<file path="src/rtl/vrf_read_responder.sv">
// vrf_read_responder
// Responder side of the VRF read-request channel. Each accepted request is
// issued to the lane SRAM bank in the same cycle; its tags ride a fixed-length
// pipeline that matches the SRAM read latency. Data and tags then land in a
// circular response queue. Requests are admitted only while the number of
// requests in flight plus queued is below DEPTH, so every SRAM result has a
// reserved queue slot and nothing is ever dropped under response backpressure.
module vrf_read_responder #(
    parameter int DATA_WIDTH   = 32,
    parameter int READ_LATENCY = 2,
    parameter int DEPTH        = 4
) (
    input  logic                         clock,
    input  logic                         reset,
    // request channel
    output logic                         io_req_ready,
    input  logic                         io_req_valid,
    input  logic [4:0]                   io_req_bits_vs,
    input  logic [1:0]                   io_req_bits_readSource,
    input  logic [8:0]                   io_req_bits_offset,
    input  logic [2:0]                   io_req_bits_instructionIndex,
    // SRAM bank
    output logic                         io_sram_ren,
    output logic [13:0]                  io_sram_addr,
    input  logic [DATA_WIDTH-1:0]        io_sram_rdata,
    // response channel
    input  logic                         io_resp_ready,
    output logic                         io_resp_valid,
    output logic [DATA_WIDTH-1:0]        io_resp_bits_data,
    output logic [1:0]                   io_resp_bits_readSource,
    output logic [2:0]                   io_resp_bits_instructionIndex,
    // debug / performance
    output logic [$clog2(DEPTH+1)-1:0]   io_outstanding
);

    localparam int CNT_W = $clog2(DEPTH + 1);
    localparam int PTR_W = (DEPTH > 1) ? $clog2(DEPTH) : 1;
    localparam logic [CNT_W-1:0] DEPTH_C  = CNT_W'(DEPTH);
    localparam logic [PTR_W-1:0] LAST_PTR = PTR_W'(DEPTH - 1);

    // Elaboration-time guard on the supported parameter range.
    if (READ_LATENCY < 1 || READ_LATENCY > 4) begin : g_bad_latency
        $error("vrf_read_responder: READ_LATENCY must be in 1..4");
    end
    if (DEPTH < 1) begin : g_bad_depth
        $error("vrf_read_responder: DEPTH must be at least 1");
    end

    // Advance a queue pointer, wrapping at DEPTH (which need not be a power of two).
    function automatic logic [PTR_W-1:0] next_ptr(input logic [PTR_W-1:0] ptr);
        logic [PTR_W-1:0] nxt;
        if (ptr == LAST_PTR) begin
            nxt = '0;
        end else begin
            nxt = ptr + 1'b1;
        end
        return nxt;
    endfunction

    // ------------------------------------------------------------------
    // Handshakes and credit counter
    // ------------------------------------------------------------------
    logic                 req_fire;
    logic                 resp_fire;
    logic [CNT_W-1:0]     outstanding_q;
    logic [CNT_W-1:0]     outstanding_d;

    // Admission depends only on the registered credit count, never on the
    // response side, so io_req_ready has no combinational input path.
    assign io_req_ready = (outstanding_q < DEPTH_C);
    assign req_fire     = io_req_valid & io_req_ready;
    assign resp_fire    = io_resp_valid & io_resp_ready;

    // SRAM access is issued in the accept cycle; the address is a pure concatenation.
    assign io_sram_ren  = req_fire;
    assign io_sram_addr = {io_req_bits_vs, io_req_bits_offset};

    // Credit count: +1 on accept, -1 on pop, unchanged when both or neither happen.
    always_comb begin
        outstanding_d = outstanding_q;
        case ({req_fire, resp_fire})
            2'b10:   outstanding_d = outstanding_q + 1'b1;
            2'b01:   outstanding_d = outstanding_q - 1'b1;
            default: outstanding_d = outstanding_q;
        endcase
    end

    // Credit count register.
    always_ff @(posedge clock) begin
        if (reset) begin
            outstanding_q <= '0;
        end else begin
            outstanding_q <= outstanding_d;
        end
    end

    assign io_outstanding = outstanding_q;

    // ------------------------------------------------------------------
    // Stage p0..p(READ_LATENCY-1): tag pipeline shadowing the SRAM read.
    // Stage k holds the request issued k+1 cycles ago, so the last stage
    // lines up with io_sram_rdata for that request.
    // ------------------------------------------------------------------
    logic [READ_LATENCY-1:0] vld_p_q;
    logic [1:0]              src_p_q [READ_LATENCY];
    logic [2:0]              idx_p_q [READ_LATENCY];

    // Valid bits of the tag pipeline; cleared on reset so late SRAM data is ignored.
    always_ff @(posedge clock) begin
        if (reset) begin
            vld_p_q <= '0;
        end else begin
            vld_p_q[0] <= req_fire;
            for (int k = 1; k < READ_LATENCY; k++) begin
                vld_p_q[k] <= vld_p_q[k-1];
            end
        end
    end

    // Tag payload of the pipeline; never stalls and needs no reset.
    always_ff @(posedge clock) begin
        src_p_q[0] <= io_req_bits_readSource;
        idx_p_q[0] <= io_req_bits_instructionIndex;
        for (int k = 1; k < READ_LATENCY; k++) begin
            src_p_q[k] <= src_p_q[k-1];
            idx_p_q[k] <= idx_p_q[k-1];
        end
    end

    // ------------------------------------------------------------------
    // Response queue: circular buffer written from the last pipeline stage.
    // ------------------------------------------------------------------
    logic                  enq;
    logic                  q_full;
    logic                  q_empty;
    logic [PTR_W-1:0]      wptr_q;
    logic [PTR_W-1:0]      wptr_d;
    logic [PTR_W-1:0]      rptr_q;
    logic [PTR_W-1:0]      rptr_d;
    logic [CNT_W-1:0]      count_q;
    logic [CNT_W-1:0]      count_d;
    logic [DATA_WIDTH-1:0] q_data_q [DEPTH];
    logic [1:0]            q_src_q  [DEPTH];
    logic [2:0]            q_idx_q  [DEPTH];

    assign enq     = vld_p_q[READ_LATENCY-1];
    assign q_full  = (count_q == DEPTH_C);
    assign q_empty = (count_q == '0);

    // Queue pointer and occupancy next-state.
    always_comb begin
        wptr_d  = wptr_q;
        rptr_d  = rptr_q;
        count_d = count_q;
        if (enq) begin
            wptr_d = next_ptr(wptr_q);
        end
        if (resp_fire) begin
            rptr_d = next_ptr(rptr_q);
        end
        case ({enq, resp_fire})
            2'b10:   count_d = count_q + 1'b1;
            2'b01:   count_d = count_q - 1'b1;
            default: count_d = count_q;
        endcase
    end

    // Queue pointer and occupancy registers.
    always_ff @(posedge clock) begin
        if (reset) begin
            wptr_q  <= '0;
            rptr_q  <= '0;
            count_q <= '0;
        end else begin
            wptr_q  <= wptr_d;
            rptr_q  <= rptr_d;
            count_q <= count_d;
        end
    end

    // Queue storage: capture SRAM data with its tags when the last stage is valid.
    always_ff @(posedge clock) begin
        if (enq) begin
            q_data_q[wptr_q] <= io_sram_rdata;
            q_src_q[wptr_q]  <= src_p_q[READ_LATENCY-1];
            q_idx_q[wptr_q]  <= idx_p_q[READ_LATENCY-1];
        end
    end

    // The head entry drives the response; it only moves on a pop, so the
    // response stays stable while the consumer is stalling.
    assign io_resp_valid                 = ~q_empty;
    assign io_resp_bits_data             = q_data_q[rptr_q];
    assign io_resp_bits_readSource       = q_src_q[rptr_q];
    assign io_resp_bits_instructionIndex = q_idx_q[rptr_q];

    // The credit rule reserves a slot for every in-flight read, so an
    // enqueue into a full queue means the credit accounting is broken.
    a_no_overflow: assert property (@(posedge clock) disable iff (reset)
        !(enq && q_full))
        else $error("vrf_read_responder: enqueue into full response queue");

    a_credit_bound: assert property (@(posedge clock) disable iff (reset)
        outstanding_q <= DEPTH_C)
        else $error("vrf_read_responder: outstanding count exceeds DEPTH");

endmodule

</file>
<file path="config.mk">
export PLATFORM = sky130hd
export DESIGN_NAME = vrf_read_responder
export DESIGN_NICKNAME = d
export VERILOG_FILES = /design/src/rtl/vrf_read_responder.sv
export SDC_FILE = /design/constraint.sdc
export NUM_CORES = 1
export LEC_CHECK = 0
export CAP_MARGIN = 10
export CORE_MARGIN = 3
export CORE_UTILIZATION = 45
export CTS_CLUSTER_SIZE = 14
export DETAILED_ROUTE_END_ITERATION = 7
export PLACE_DENSITY = 0.74
export SLEW_MARGIN = 10
export SYNTH_ARGS = -nofsm -noshare
export SYNTH_HDL_FRONTEND = slang
export SYNTH_SLANG_ARGS = --single-unit
</file>
<file path="constraint.sdc">
create_clock -name clock -period 1.9 [get_ports clock]
set_input_delay 0.38 -clock clock [delete_from_list [all_inputs] [get_ports clock]]
set_output_delay 0.38 -clock clock [all_outputs]
set_load 0.1 [all_outputs]
</file>
==> run metrics <==
max_cap viols 0; status finished, violations left; core footprint 13560 um2; Synth top cells by count edfxtp_1, mux4_2, dfxtp_1; fmax between 400 and 500 MHz; leakage power between 2 and 3 nW; initial antenna violation count 0; share of post-route cells with drive strength above 1 0.3657; RePlAce Congestion 0.6675; total wire length between 10000 and 15000 um; Final Hold Slack 0.3251 ns; Area contributors post-synth edfxtp_1, mux4_2, dfxtp_1; Num CTS Buffers 17; Mapped Cells slightly below 300; unrepaired setup endpoints after global routing yes; Syn. warnings 0; share of power burned in registers 0.371; Post-Place Setup Slack -0.4148 ns; HP Class reg -> reg; WL per Instance approximately 19 um; CP Capture Type output port; Clk pwr share 0.280; nets@finish 453; most common cell in the synthesized netlist edfxtp_1; routing usage on met1 0.1857; global routing's busiest layer met2; worst path arrival time 1.80 ns; H-tree levels 4; switching pwr 0.003864 W; number of I/O pins 112; critical path required time around 1.5 ns; Most used DFF post-synth edfxtp_1; grt met3 use 0.05416; vias in the first global route 3156; 1st-pass router iterations 4; Tot GR Track Use 0.1458; leading area contributor after synthesis edfxtp_1; design area 8539 um2; multi-input logic area 1217 um2; Final WS setup -0.2753 ns; # fillers 927; share of flip-flops with an asynchronous set or reset 0; Post-Syn Area 6374 um2; Final Critical Period around 2.2 ns; internal power 0.007920 W; largest net degree at the start of global routing 34; vias per cell between 5 and 6; Inserted Diodes 0; Yosys cell types 24; utilization after layout 0.6298; Root Buffer clkbuf_16; Sw Ratio 0.3279; post-synthesis sequential area ratio 0.7727; Clk Latency, worst-skew pair 0.41 ns; Hold Fails Final Rpt 0; synthesized flop and latch total 172; DRC 0; worst relative slew slack 0.6889; Clock Path Buffers 2; first-pass GRT wire length approximately 17000 um; total gr overflow 0; crit start category flip-flop; met2 usage 0.2268; maximum VDD drop 0.001186 V; CTS Hold Buffers Added 0; die height 125.0 um; crit-path max FO 11; num rows 42; Worst-path clk slew 0.06 ns; Mapped Avg Cell Area 21.98 um2; measured slew at the worst slew-check pin roughly 0.47 ns; initial DRC count 187; Sink Count about 170; Syn Nets 354; total number of vias 2961; combinational fraction of design power 0.349; Register Area 4940 um2; hpwl dp 6773 um; Cell Area, Placed around 8000 um2; die width 125.0 um; Final ANT Viol Nets 0; Setup CP Type reg -> out; failing checks setup timing; Max Slew Vio Count 0; Synth-to-Final Area Change 33.98%; die footprint 15630 um2; overall power consumption ~0.012 W; Layout Skew 0.004690 ns; CTS tree yes; power per standard cell area 1380 nW/um2; # port buffers between 80 and 90; EDFF count, synth roughly 150; # setup viols final 37; final worst path period share 1.145; initial core utilization 0.4701; top cell type's share of synthesized area 0.6973
[critical path, stage by stage (launching register included)]
cell	delay, ns
dfxtp_4	0.44
buf_12	0.18
mux4_2	0.56
buf_12	0.19
[per-layer routing]
layer  vias up  part of all wire
li1       1336                 -
met1      1507              0.41
met2        95              0.49
met3        23             0.073
met4         0             0.018
met5         -                 0
[layout make-up]
type                            count  area share
Tap cell                          176     0.02579
Multi-Input combinational cell     83      0.1426
Inverter                           12    0.005714
Timing Repair Buffer              103      0.1782
Clock inverter                      4    0.002491
Sequential cell                   172      0.5785
Clock buffer                       28     0.06681
[flip-flops by register name, indices dropped and copies added (netlist names), named ones only]
register	cells
q_data_q	128
q_idx_q	12
q_src_q	8
idx_p_q	6
src_p_q	4
count_q	3
io_outstanding	3
rptr_q	2
vld_p_q	2
wptr_q	2
[kinds of logic (layout without fill, tap and decap cells)]
group	after synthesis	after routing	share of synthesized area
DFF	172	172	0.7727
muxes	39	39	0.1380
buffers and inverters	35	147	0.03847
adders and majority gates	9	9	0.02002
AOI/OAI and AO/OA	9	9	0.008245
xor gates and xnor gates	4	4	0.005496
and+or+nand+nor	22	22	0.01708
[cell usage in the layout (no fill, tap or decap)]
cell type,netlist,routed
clkinv_2,0,3
o31ai_4,0,1
clkbuf_1,1,4
or3_1,4,4
mux4_2,30,37
o21ai_0,2,2
dfxtp_1,24,18
mux2i_1,2,2
ha_2,0,1
fa_2,0,2
inv_2,0,1
clkinvlp_4,0,1
ha_4,0,1
xor2_1,4,4
buf_4,14,12
nor2_1,10,10
dlymetal6s2s_1,0,1
buf_12,3,50
a21oi_2,0,1
nor3b_1,1,1
nand2_2,0,1
inv_4,0,1
dfxtp_4,0,3
nand2_1,2,1
clkdlybuf4s50_1,0,39
dfxtp_2,0,3
inv_1,12,10
a21oi_1,6,5
clkbuf_8,0,4
and2_2,0,4
edfxtp_1,148,148
clkbuf_16,0,20
buf_16,0,1
nor2b_1,1,1
ha_1,7,5
[repair_timing]
action	CTS	global route
resized for setup	9	9
gates cloned	1	0
pin swaps	0	2
setup endpoints to repair	37	40
setup buffers	1	0
[power groups by stage]
stage	Clock, W	Sequential, W	Combinational, W
finish	0.00330	0.00437	0.00411
global route	0.00354	0.00439	0.00427
CTS	0.00337	0.00436	0.00415
detailed placement	0	0.00442	0.00406
global placement	0	0.00442	0.00403
floorplan	0	0.00455	0.00264
[worst paths after layout]
kind / startpoint / to / slack [ns] / cells after the start
setup / recovery: flip-flop / io_resp_bits_data[26] / -0.28 / 3
hold / removal: src_p_q[0][0]$_DFF_P_ / src_p_q[0][2]$_DFF_P_ / 0.33 / 0
setup reg to reg: count_q[2]$_SDFFE_PP0P_ / io_outstanding[2]$_SDFFE_PP0P_ / 0.08 / 9
hold reg to reg: src_p_q[0][0]$_DFF_P_ / src_p_q[0][2]$_DFF_P_ / 0.33 / 0
[through the flow]
step	setup TNS (ns)	cells
final	-8.857	578
after global routing	-11.33	578
after CTS	-10.52	578
after detailed placement	-1.204	544
after global placement	-0.9261	544
after floorplan	-1.165	290
(Power assumes the default switching activity.)
